## config.mk

```make
export PLATFORM = sky130hd
export DESIGN_NAME = pc_fetch_ctrl
export DESIGN_NICKNAME = d
export VERILOG_FILES = /design/src/rtl/cpu_pkg.sv /design/src/rtl/pc_fetch_ctrl.sv
export SDC_FILE = /design/constraint.sdc
export NUM_CORES = 1
export LEC_CHECK = 0
export CAP_MARGIN = 5
export CORE_MARGIN = 2
export CORE_UTILIZATION = 37
export CTS_BUF_LIST = sky130_fd_sc_hd__clkbuf_4 sky130_fd_sc_hd__clkbuf_8
export CTS_CLUSTER_DIAMETER = 40
export DETAILED_ROUTE_END_ITERATION = 10
export GPL_ROUTABILITY_DRIVEN = 0
export PLACE_DENSITY = 0.84
export SYNTH_ARGS = -nofsm -noshare
export SYNTH_HDL_FRONTEND = slang
export SYNTH_SLANG_ARGS = --single-unit
```

## constraint.sdc

```tcl
create_clock -name clk -period 1.8 [get_ports clk]
set_input_delay 0.27 -clock clk [delete_from_list [all_inputs] [get_ports clk]]
set_output_delay 0.27 -clock clk [all_outputs]
set_load 0.01 [all_outputs]
```

## src/rtl/cpu_pkg.sv

```systemverilog
// Shared CPU definitions: opcode field layout, the NOP/HALT opcodes used by
// both the fetch front end and the decoder, and the fetch FSM states.
package cpu_pkg;

  localparam int OPC_MSB = 15;
  localparam int OPC_LSB = 11;

  localparam logic [4:0]  OPC_NOP   = 5'b00000;
  localparam logic [4:0]  OPC_HALT  = 5'b11111;
  localparam logic [15:0] INSTR_NOP = 16'h0000;

  typedef enum logic [1:0] {
    S_BOOT = 2'd0,
    S_RUN  = 2'd1,
    S_HALT = 2'd2
  } fetch_state_e;

  // Extract the opcode field from a 16-bit instruction word.
  function automatic logic [4:0] get_opcode(input logic [15:0] instr);
    return instr[OPC_MSB:OPC_LSB];
  endfunction

endpackage

```

## src/rtl/pc_fetch_ctrl.sv

```systemverilog
// Instruction-fetch front end: owns the PC, drives the 1-cycle-latency
// instruction memory, squashes the wrong-path word on a taken branch,
// honours downstream stalls and stops fetching on a HALT opcode.
module pc_fetch_ctrl
  import cpu_pkg::*;
#(
  parameter int                    PROG_CTR_WID = 10,
  parameter logic [PROG_CTR_WID-1:0] RESET_VECTOR = '0,
  parameter logic [4:0]            HALT_OPCODE  = OPC_HALT
) (
  input  logic                    clk,
  input  logic                    rst,
  input  logic                    stall,
  input  logic                    branch_taken_EX,
  input  logic [PROG_CTR_WID-1:0] branch_target_EX,
  output logic [PROG_CTR_WID-1:0] instr_mem_addr,
  output logic                    instr_mem_rd_en,
  input  logic [15:0]             instr_mem_dout,
  output logic [15:0]             instr_out,
  output logic                    instr_valid,
  output logic [PROG_CTR_WID-1:0] instr_pc,
  output logic                    halted
);

  localparam logic [PROG_CTR_WID-1:0] PC_ONE = PROG_CTR_WID'(1);

  fetch_state_e              state_q, state_d;
  logic [PROG_CTR_WID-1:0]   pc_q, pc_d;
  logic [PROG_CTR_WID-1:0]   fetch_pc_q, fetch_pc_d;
  logic                      valid_q, valid_d;

  assign instr_pc = fetch_pc_q;
  assign halted   = (state_q == S_HALT);

  // Fetch state, PC and in-flight word tracking.
  always_ff @(posedge clk) begin
    if (rst) begin
      state_q    <= S_BOOT;
      pc_q       <= RESET_VECTOR;
      fetch_pc_q <= RESET_VECTOR;
      valid_q    <= 1'b0;
    end else begin
      state_q    <= state_d;
      pc_q       <= pc_d;
      fetch_pc_q <= fetch_pc_d;
      valid_q    <= valid_d;
    end
  end

  // Next-state, memory request and IF/ID output selection.
  always_comb begin
    state_d         = state_q;
    pc_d            = pc_q;
    fetch_pc_d      = fetch_pc_q;
    valid_d         = valid_q;
    instr_mem_addr  = pc_q;
    instr_mem_rd_en = 1'b0;
    instr_valid     = valid_q;
    instr_out       = valid_q ? instr_mem_dout : INSTR_NOP;

    if (branch_taken_EX) begin
      // Redirect bypasses the PC register so the target is read this cycle;
      // whatever is on instr_out now came from the wrong path.
      instr_mem_addr  = branch_target_EX;
      instr_mem_rd_en = 1'b1;
      pc_d            = branch_target_EX + PC_ONE;
      fetch_pc_d      = branch_target_EX;
      valid_d         = 1'b1;
      state_d         = S_RUN;
      instr_valid     = 1'b0;
      instr_out       = INSTR_NOP;
    end else begin
      unique case (state_q)
        S_BOOT: begin
          instr_mem_rd_en = 1'b1;
          pc_d            = pc_q + PC_ONE;
          fetch_pc_d      = pc_q;
          valid_d         = 1'b1;
          state_d         = S_RUN;
        end
        S_RUN: begin
          if (!stall) begin
            if (valid_q && (get_opcode(instr_mem_dout) == HALT_OPCODE)) begin
              // HALT goes out once as a valid word; pc_q already points past it.
              valid_d = 1'b0;
              state_d = S_HALT;
            end else begin
              instr_mem_rd_en = 1'b1;
              pc_d            = pc_q + PC_ONE;
              fetch_pc_d      = pc_q;
              valid_d         = 1'b1;
            end
          end
        end
        S_HALT: begin
          valid_d = 1'b0;
        end
        default: begin
          state_d = S_BOOT;
        end
      endcase
    end

    // No memory traffic while reset is held.
    if (rst) begin
      instr_mem_rd_en = 1'b0;
    end
  end

endmodule
```

# ---- After elaboration in Yosys (flattened, before gate mapping)
# Cells that the tools add are included.
dict set report word_totals {
  mem_count 0
  reg_bits 23
  rom_bits 0
  ram_bits 0
  latch_bits 0
  output_inout_bits 39
  word_cells 50
}
dict set report op_classes {
  shift 0
  reduce_logical 9
  magnitude_cmp 0
  n_addsub 2
  multipliers 0
  bitwise_logic 1
  n_eq_ne 9
  mux 24
  n_div 0
}
# operator count
set ops {}
lappend ops {{$mux 10} 7}
lappend ops {{$pmux 10 s2} 2}
lappend ops {{$mux 16} 2}
lappend ops {{$add 10x1->10 const B} 2}
lappend ops {{$ne 3x3->1 const B} 3}
lappend ops {{$reduce_and 3->1} 3}
lappend ops {{$mux 1} 8}
lappend ops {{$ne 2x2->1 const B} 3}
lappend ops {{$pmux 2 s3} 1}
lappend ops {{$eq 5x5->1 const B} 1}
lappend ops {{$mux 2} 2}
lappend ops {{$reduce_bool 4->1} 1}
lappend ops {{$pmux 1 s3} 1}
lappend ops {{$reduce_bool 3->1} 1}
lappend ops {{$eq 2x1->1 const B} 1}
lappend ops {{$eq 2x2->1 const B} 1}
lappend ops {{$logic_not 2->1} 1}
lappend ops {{$pmux 1 s2} 1}
lappend ops {{$reduce_and 2->1} 1}
lappend ops {{$reduce_or 2->1} 1}
lappend ops {{$logic_and 1x1->1} 1}
lappend ops {{$not 1->1} 1}

# ---- Depth between registers and ports, before layout
# Gate-level depths: netlist of run 1.
dict set report logic_depth {
  word_depth 7
  depth_mapped 8
  depth_no_buf 6
}

# ---- Worst setup path after synthesis of run 1
# No wires, ideal clock.
dict set report synth_timing {
  kind {in2reg}
  startpoint {input port branch_taken_EX}
  endpoint {register pc_q[2]}
  slack_ns -0.052
  cell_stages 7
  arrival_time_ns 1.782
  setup_time_ns 0.070
  cell_sequence {buf_6 > buf_2 > mux2_2 > ha_1 > and2_4 > or3_1 > a21oi_1}
}
dict set report synth_between {
  elab_chain_len 2
  word_cells_on_any_way 5
  classes_between {2 x eq/ne; 1 x mux; 2 x reduce/logical}
}
# item line
set synth_rtl {}
lappend synth_rtl {{from (decl)} pc_fetch_ctrl.sv:14} ;# input logic branch_taken_EX,
lappend synth_rtl {{$ne 3x3->1 (no source line) or $reduce_bool 3->1 (tied branches)} n/a}
lappend synth_rtl {{$reduce_and 3->1 (no source line)} n/a}
lappend synth_rtl {{to (signal assigned)} pc_fetch_ctrl.sv:44} ;# pc_q <= pc_d;
lappend synth_rtl {{to (decl)} pc_fetch_ctrl.sv:28} ;# logic [PROG_CTR_WID-1:0] pc_q, pc_d;
# Several ways; a longest one is shown, not always the timed one.
# A chain may end at the register's enable or synchronous reset.

# ---- Worst setup path after layout of run 1
dict set report layout_timing {
  startpoint {input port branch_taken_EX}
  endpoint {output port instr_mem_addr[6]}
}
dict set report layout_between {
  elab_chain_len 1
}
# item line
set layout_rtl {}
lappend layout_rtl {{$mux 10} pc_fetch_ctrl.sv:61} ;# if (branch_taken_EX) begin
lappend layout_rtl {{to (decl)} pc_fetch_ctrl.sv:16} ;# output logic [PROG_CTR_WID-1:0] instr_mem_addr,
# No other way between the ends.

==> results by group, run 1 <==
Job
  – Number of violations of the max-capacitance limit: 0

Die
  – Rows: 22
  – Width of the die: 65.4 µm
  – Num ports: 69
  – Die area: roughly 4300 µm²
  – Overall die height: ~65 µm
  – Effective utilization at floorplan: between 30% and 40%
  – Core Footprint: 3630 µm²

Power
  – Switching share of power: around 29%
  – Power density cells: between 500 and 600 nW/µm²
  – Sw power: approximately 0.39 mW
  – Logic gate share of total power: 33.1%
  – Clock power frac: between 20% and 30%
  – Seq pwr share: between 40% and 50%
  – Internal cell power: between 0.9 and 1 mW
  – Leakage power total: between 1 and 1.5 nW
  – Maximum vdd drop: ~0.5 mV

Logic synthesis
  – Average cell area after synthesis: 8.67 µm²
  – Number of warning messages in the yosys log: 0
  – Number of nets in the synthesized netlist: 192
  – Post-synth top area cell: sky130_fd_sc_hd__dfxtp_1
  – Cells after synthesis: roughly 160
  – Synth cell types: 42
  – Flip-flop and latch count after synthesis: 23
  – Synthesized area: roughly 1400 µm²
  – Biggest area contributors in the synthesized netlist: sky130_fd_sc_hd__dfxtp_1 (33%), sky130_fd_sc_hd__and2_1 (7.2%), sky130_fd_sc_hd__nor2_1 (4.6%)
  – Sequential element share of the synthesized area: 33.0%
  – Portion of synthesized cell area occupied by the leading cell type: between 30% and 40%

CTS
  – Clock-pin slew on the worst setup and hold paths: approximately 0.080 ns
  – Clk Tree Root Cell: sky130_fd_sc_hd__clkbuf_8
  – Source-to-sink clock delay at the later pin of the worst-skew pair: 0.27 ns
  – Bufs on Longest Clock Path: 2
  – Deepest level of the CTS H-tree: 1
  – Clock buffer count from CTS: 3
  – TritonCTS clock tree: yes
  – Number of sinks on the clock net: 23

Timing
  – Post-Route Setup TNS: 0 ns
  – Ratio of final minimum period to clock period: 97.2%
  – Final Hold Fails: 0
  – Setup Skew: ~0.0035 ns
  – Crit path time final: ~1.7 ns
  – Max-slew violation count: 0
  – RSZ-0062 raised after global routing: false
  – Count of endpoints failing setup in the final report: 0
  – Worst slew pin tran: 0.393 ns
  – Headroom to the max-slew limit: ~74%
  – Fmax: 0.572 GHz

Run status
  – Status: complete, no violations

Critical path
  – Slowest library cell on the worst path: sky130_fd_sc_hd__clkdlybuf4s50_1
  – CP max stage delay: 0.48 ns
  – Arrival time worst endpoint: between 1 and 1.5 ns
  – Crit-path max FO: 7
  – Type of the setup path with the least slack: in -> out
  – Critical Path Start Type: input port
  – Series of cell instances along the critical path: clkdlybuf4s15_2 -> buf_8 -> mux2i_4 -> inv_1 -> clkdlybuf4s50_1
  – Req. time, crit path: between 1.5 and 2 ns
  – Worst setup slack for register-to-register paths: 0.19 ns
  – Type of destination of the critical path: output pin

Routing
  – Post-DR wirelength/cell: roughly 14 µm
  – Vias post-DR: 1597
  – Via density: ~5.2
  – DRC violations left: 0
  – Post-detailed-routing wire length: approximately 4.2 mm
  – ANT nets after route: 0
  – DRT iter0 DRCs: 65
  – Number of iterations in the first detailed-routing pass: 4

Placement
  – Area of placed instances: about 2300 µm²
  – Total of buffers placed on input and output ports: around 70
  – HPWL reported at the end of detailed placement: 3.13 mm
  – Placed Instances: 299

GRT
  – Total track usage: 19.9%
  – Antenna violations before repair: 0
  – Number of global-route vias before repair: about 1500
  – Largest net degree at the start of global routing: 30
  – Wire length of the first global-routing pass: about 6.7 mm
  – Leftover overflow at the end of global routing: 0

Min path
  – Tightest Hold Check Type: reg -> reg

Finish
  – Ratio of cells with drive above 1 in the final layout: roughly 22%
  – # fillers: between 300 and 400
  – Total number of nets in the final design: just under 300
  – Area growth from synthesis to layout: 75.8%
  – Number of antenna diodes: 0
  – Layout Cell Area excl Fill: approximately 2500 µm²
  – Final Instance Count excl. Fillers: around 300
  – Post-layout utilization of the core: around two thirds
cells by family after synthesis:
kind of cell | Yosys count | share of synthesized area (%)
buffers and inverters | 17 | 5.91
flip-flops | 23 | 33.0
XOR/XNOR | 3 | 1.88
AO/OA/AOI/OAI | 28 | 15.4
adder cells (fa/ha/maj) | 1 | 0.896
AND/OR/NAND/NOR | 79 | 34.1
multiplexers | 10 | 8.78
placed cells by master, fill, tap and decap left out, types with 3 or more instances in the layout:
master and count:
sky130_fd_sc_hd__nand4b_1 5, sky130_fd_sc_hd__nand3b_1 7, sky130_fd_sc_hd__mux2_2 3, sky130_fd_sc_hd__clkbuf_8 3
sky130_fd_sc_hd__a21oi_1 6, sky130_fd_sc_hd__nand4_1 4, sky130_fd_sc_hd__inv_1 7, sky130_fd_sc_hd__a211oi_1 6
sky130_fd_sc_hd__dlymetal6s2s_1 7, sky130_fd_sc_hd__and2_1 16, sky130_fd_sc_hd__xnor2_1 3, sky130_fd_sc_hd__nor3_1 7
sky130_fd_sc_hd__mux2i_4 4, sky130_fd_sc_hd__dlygate4sd2_1 22, sky130_fd_sc_hd__buf_4 33, sky130_fd_sc_hd__dfxtp_1 23
sky130_fd_sc_hd__nor2_1 17, sky130_fd_sc_hd__nor3b_1 4, sky130_fd_sc_hd__nand2_1 5, sky130_fd_sc_hd__clkdlybuf4s50_1 37
sky130_fd_sc_hd__nand3_1 3, sky130_fd_sc_hd__o21ai_0 3
cells in the mapped netlist:
cell,instances
sky130_fd_sc_hd__a311o_1,2
sky130_fd_sc_hd__a21oi_1,6
sky130_fd_sc_hd__nor3_1,7
sky130_fd_sc_hd__o21ai_1,1
sky130_fd_sc_hd__nand3_1,3
sky130_fd_sc_hd__nor3b_1,4
sky130_fd_sc_hd__nor2_1,17
sky130_fd_sc_hd__mux2i_1,4
sky130_fd_sc_hd__ha_1,1
sky130_fd_sc_hd__nand2b_1,3
sky130_fd_sc_hd__mux2i_4,1
sky130_fd_sc_hd__a22oi_2,1
sky130_fd_sc_hd__a211oi_1,6
sky130_fd_sc_hd__and3b_1,1
sky130_fd_sc_hd__a22oi_1,2
sky130_fd_sc_hd__o21ai_0,3
sky130_fd_sc_hd__nand4b_4,1
sky130_fd_sc_hd__mux2_4,1
sky130_fd_sc_hd__buf_2,3
sky130_fd_sc_hd__a2111oi_2,1
sky130_fd_sc_hd__o211a_2,1
sky130_fd_sc_hd__xnor2_1,3
sky130_fd_sc_hd__dfxtp_1,23
sky130_fd_sc_hd__nand2_1,5
sky130_fd_sc_hd__o211ai_2,1
sky130_fd_sc_hd__or3_1,1
sky130_fd_sc_hd__and3_1,1
sky130_fd_sc_hd__a2111oi_1,1
sky130_fd_sc_hd__clkbuf_1,5
sky130_fd_sc_hd__nand4_1,4
sky130_fd_sc_hd__and2_1,16
sky130_fd_sc_hd__o31ai_1,1
sky130_fd_sc_hd__mux2_2,4
sky130_fd_sc_hd__nand3b_1,7
sky130_fd_sc_hd__nand4b_1,5
sky130_fd_sc_hd__or4_1,1
sky130_fd_sc_hd__buf_6,2
sky130_fd_sc_hd__a222oi_1,1
sky130_fd_sc_hd__o21bai_1,1
sky130_fd_sc_hd__and2_4,1
sky130_fd_sc_hd__nor2b_1,2
sky130_fd_sc_hd__inv_1,7
routing by layer:
metal | vias to the layer above | wire length [µm] | part of all wire [%] | track usage [%]
li1 | 776 | - | - | -
met1 | 738 | 1720 | 41 | 22.6
met2 | 72 | 2000 | 47 | 35.3
met3 | 11 | 418 | 9.9 | 5.48
met4 | 0 | 83 | 2.0 | 7.55
met5 | - | 0 | 0 | 0
cell type report:
cell class	instances	area, µm²	share of cell area, %
Multi-Input combinational cell	121	921	37.5
Clock buffer	3	41.3	1.68
Sequential cell	23	460	18.8
Clock inverter	1	5.00	0.204
Inverter	7	26.3	1.07
Tap cell	48	60.1	2.45
Timing Repair Buffer	103	941	38.3
stage by stage:
step	setup slack, ns	total power, mW	hold slack (ns)
after global placement	-0.407	1.03	0.466
after detailed placement	-0.460	1.04	0.472
final	0.0505	1.37	0.488
after CTS	0.00173	1.37	0.487
after global routing	0.00511	1.44	0.494
after floorplan	0.00998	0.770	0.447
registers in the layout, summed over array words and instances, names as in the netlist:
register,count
state_q,2
instr_pc,10
valid_q,1
pc_q,10
critical path: cells and delay by family:
family                 cells  cell delay, ns
buffers and inverters      4            0.97
multiplexers               1            0.24
final timing paths:
kind / start / end / cells past startpoint
setup / recovery: branch_taken_EX / instr_mem_addr[6] / 5
hold / removal: pc_q[0] / pc_q[0] / 2
setup reg to reg: pc_q[0] / pc_q[8] / 5
hold reg to reg: pc_q[0] / pc_q[0] / 2
power by group through the flow:
stage | clock (mW) | combinational, mW | sequential (mW)
finish | 0.334 | 0.452 | 0.579
global route | 0.364 | 0.490 | 0.583
CTS | 0.343 | 0.447 | 0.576
detailed placement | 0 | 0.450 | 0.587
global placement | 0 | 0.442 | 0.586
floorplan | 0 | 0.180 | 0.590
timing repair:
item,in CTS,in global routing
setup buffers,0,2
hold buffers,0,0
setup endpoints to repair,33,11
pin swaps,2,2
resized for setup,37,13
cloned,1,0
Note: power is estimated with default switching activity, not from simulation.
==> inputs of run 2 (changes only) <==
--- a/config.mk
+++ b/config.mk
@@ -5,7 +5,7 @@
 export SDC_FILE = /design/constraint.sdc
 export NUM_CORES = 1
 export LEC_CHECK = 0
-export CAP_MARGIN = 5
+export CAP_MARGIN = 10
 export CORE_MARGIN = 2
 export CORE_UTILIZATION = 37
 export CTS_BUF_LIST = sky130_fd_sc_hd__clkbuf_4 sky130_fd_sc_hd__clkbuf_8
==> results of run 2 <==
Final layout, timing and power as in run 1 (identical DEF).
==> inputs of run 3 (changes only) <==
--- a/config.mk
+++ b/config.mk
@@ -7,12 +7,12 @@
 export LEC_CHECK = 0
 export CAP_MARGIN = 10
 export CORE_MARGIN = 2
-export CORE_UTILIZATION = 37
+export CORE_UTILIZATION = 35
 export CTS_BUF_LIST = sky130_fd_sc_hd__clkbuf_4 sky130_fd_sc_hd__clkbuf_8
 export CTS_CLUSTER_DIAMETER = 40
 export DETAILED_ROUTE_END_ITERATION = 10
 export GPL_ROUTABILITY_DRIVEN = 0
-export PLACE_DENSITY = 0.84
+export PLACE_DENSITY = 0.8
 export SYNTH_ARGS = -nofsm -noshare
 export SYNTH_HDL_FRONTEND = slang
 export SYNTH_SLANG_ARGS = --single-unit
==> results by group, run 3 (synthesis results as in run 1) <==
Routing
  – Post-DR wirelength/cell: 14.6 µm (was 13.8 µm)
  – Via density: 5.19 (was 5.22)
  – DRC violations left: 0 (unchanged)
  – Detail Route met3 WL: 262 µm (was 418 µm)
  – Post-detailed-routing wire length: 4.42 mm (was 4.22 mm)
  – DRT iter0 DRCs: 48 (was 65)
  – WL met2: 2.21 mm (was 2.00 mm)
  – Number of iterations in the first detailed-routing pass: 4 (unchanged)
  – Met1 layer wirelength in the final routing: 1.88 mm (was 1.72 mm)
  – Highest Signal Layer: met4 (unchanged)
  – Vias post-DR: 1573 (was 1597)
  – ANT nets after route: 0 (unchanged)

Timing
  – Crit path time final: 1.78 ns (was 1.75 ns)
  – Max-slew violation count: 0 (unchanged)
  – Fmax: 0.561 GHz (was 0.572 GHz)
  – Final Hold Fails: 0 (unchanged)
  – Slack of the critical path: 0.0176 ns (was 0.0505 ns)
  – Count of endpoints failing setup in the final report: 0 (unchanged)
  – Ratio of final minimum period to clock period: 99.0% (was 97.2%)
  – Post-Route Setup TNS: 0 ns (unchanged)
  – Headroom to the max-slew limit: 74.8% (was 73.7%)
  – Setup Skew: 0.00695 ns (was 0.00354 ns)
  – RSZ-0062 raised after global routing: false (unchanged)
  – Worst slew pin tran: 0.377 ns (was 0.393 ns)
  – Worst hold slack after final layout: 0.363 ns (was 0.488 ns)

Critical path
  – CP Depth: 3 (was 5)
  – Type of the setup path with the least slack: in -> out (unchanged)
  – Slowest library cell on the worst path: sky130_fd_sc_hd__clkdlybuf4s50_1 (unchanged)
  – Worst reg2reg endpoint: pc_q[8] (unchanged)
  – RR Startpoint: state_q[0] (was pc_q[0])
  – Req. time, crit path: 1.53 ns (about the same)
  – CP max stage delay: 0.48 ns (about the same)
  – Worst setup slack for register-to-register paths: 0.22 ns (was 0.19 ns)
  – Arrival time worst endpoint: 1.51 ns (was 1.48 ns)
  – Critical Path Start Type: input port (unchanged)
  – Type of destination of the critical path: output pin (unchanged)
  – CP top delay family: buffers and inverters (unchanged)
  – Path depth of the worst reg2reg path: 5 (unchanged)
  – Crit-path max FO: 3 (was 7)
  – Cell seen most often among critical-path stages: sky130_fd_sc_hd__clkdlybuf4s50_1
  – Worst path buffer plus inverter count: 2 (was 4)
  – Series of cell instances along the critical path: clkdlybuf4s50_1 -> mux2_4 -> clkdlybuf4s50_1 (was clkdlybuf4s15_2 -> buf_8 -> mux2i_4 -> inv_1 -> clkdlybuf4s50_1)

Die
  – Overall die height: 67.2 µm (was 65.4 µm)
  – Width of the die: 67.2 µm (was 65.4 µm)
  – Core Footprint: 3740 µm² (was 3630 µm²)
  – Rows: 22 (unchanged)
  – Num ports: 69 (unchanged)
  – Effective utilization at floorplan: 37.3% (was 38.4%)
  – Die area: 4510 µm² (was 4280 µm²)

CTS
  – TritonCTS clock tree: yes (unchanged)
  – Clk Tree Root Cell: sky130_fd_sc_hd__clkbuf_8 (unchanged)
  – Bufs on Longest Clock Path: 2 (unchanged)
  – Clock buffer count from CTS: 3 (unchanged)
  – Deepest level of the CTS H-tree: 1 (unchanged)
  – Number of hold-repair buffers added at the cts stage: 0 (unchanged)
  – Clock-pin slew on the worst setup and hold paths: 0.08 ns (about the same)
  – Source-to-sink clock delay at the later pin of the worst-skew pair: 0.27 ns (about the same)
  – Number of sinks on the clock net: 23 (unchanged)

Min path
  – Hold Startpoint: branch_taken_EX (was pc_q[0])
  – Hold path depth: 3 (was 2)
  – Worst min-delay path endpoint: state_q[0] (was pc_q[0])
  – Tightest Hold Check Type: in -> reg (was reg -> reg)

Run status
  – Status: complete, no violations (unchanged)

GRT
  – Total track usage: 19.6% (was 19.9%)
  – Wire length of the first global-routing pass: 6.76 mm (was 6.68 mm)
  – Antenna violations before repair: 0 (unchanged)
  – Number of global-route vias before repair: 1441 (was 1464)
  – Largest net degree at the start of global routing: 30 (unchanged)
  – Leftover overflow at the end of global routing: 0 (unchanged)

Finish
  – Total number of nets in the final design: 287 (was 290)
  – Area growth from synthesis to layout: 72.7% (was 75.8%)
  – # fillers: 330 (was 313)
  – Final Instance Count excl. Fillers: 303 (was 306)
  – Layout Cell Area excl Fill: 2410 µm² (was 2450 µm²)
  – Number of antenna diodes: 0 (unchanged)
  – Post-layout utilization of the core: 64.4% (was 67.6%)
  – Ratio of cells with drive above 1 in the final layout: 21.6% (was 22.5%)
  – Most common library cell in the layout ignoring fill and taps: sky130_fd_sc_hd__clkdlybuf4s50_1 (unchanged)
  – Most frequent cells in the layout: sky130_fd_sc_hd__clkdlybuf4s50_1 (43), sky130_fd_sc_hd__buf_4 (30), sky130_fd_sc_hd__dfxtp_1 (22) (was sky130_fd_sc_hd__clkdlybuf4s50_1 (37), sky130_fd_sc_hd__buf_4 (33), sky130_fd_sc_hd__dfxtp_1 (23))

Power
  – Power density cells: 562 nW/µm² (was 556 nW/µm²)
  – Leakage power total: 1.10 nW (was 1.16 nW)
  – Maximum vdd drop: 0.491 mV (was 0.503 mV)
  – Total chip power: 1.35 mW (was 1.37 mW)

Placement
  – HPWL reported at the end of detailed placement: 3.25 mm (was 3.13 mm)
  – Area of placed instances: 2300 µm² (was 2320 µm²)
  – Placed Instances: 296 (was 299)
  – Total of buffers placed on input and output ports: 68 (unchanged)
  – Worst-case setup slack after placement: -0.529 ns (was -0.460 ns)

Job
  – Number of violations of the max-capacitance limit: 0 (unchanged)
-- run 3: cell count changes in the layout (fill, tap and decap cells not counted), moves of 2 or more --
cell	previous run	this run
sky130_fd_sc_hd__buf_4	33	30
sky130_fd_sc_hd__dlygate4sd2_1	22	20
sky130_fd_sc_hd__clkdlybuf4s50_1	37	43
sky130_fd_sc_hd__mux2i_2	0	2
sky130_fd_sc_hd__dlymetal6s2s_1	7	3
sky130_fd_sc_hd__mux2i_4	4	1
-- run 3: worst max path at each step --
stage / from / to
after floorplan: branch_taken_EX / pc_q[2]
after global routing: valid_q / instr_valid
final: branch_target_EX[1] / instr_mem_addr[1]
after global placement: branch_taken_EX / instr_mem_addr[3]
after CTS: branch_target_EX[6] / instr_mem_addr[6]
after detailed placement: branch_taken_EX / instr_out[10]
-- run 3: worst register-to-register path, delay by kind of cell, from the launching register on --
family          cells  cell delay (ns)
compound gates      2             0.64
flops               1             0.45
simple gates        2             0.22
buf+inv             1             0.16
-- run 3: per-layer routing --
layer  global-route usage [%]  vias to the layer above
li1                         -                      770
met1                     23.3                      740
met2                     35.1                       54
met3                     3.67                        9
met4                     6.63                        0
met5                        0                        -
-- run 3: final cells by class --
type / instances / area [µm²] / area share [%]
tap: 48 / 60.1 / 2.49
sequential: 23 / 462 / 19.1
multi-input combinational: 121 / 891 / 36.9
clock inverter: 1 / 5.00 / 0.208
clock buffer: 3 / 41.3 / 1.71
timing repair buffer: 100 / 926 / 38.4
inverter: 7 / 26.3 / 1.09
-- run 3: power by group --
group	leakage (nW)	switching (mW)	internal, mW
clock	0.0255	0.169	0.155
combinational	0.885	0.182	0.269
sequential	0.190	0.0314	0.548
-- run 3: what timing repair did --
action	4_1_cts	5_1_grt
pin swaps	2	1
gates cloned	2	0
endpoints found under the setup margin	37	8
resized for setup	35	7
setup buffers	0	1
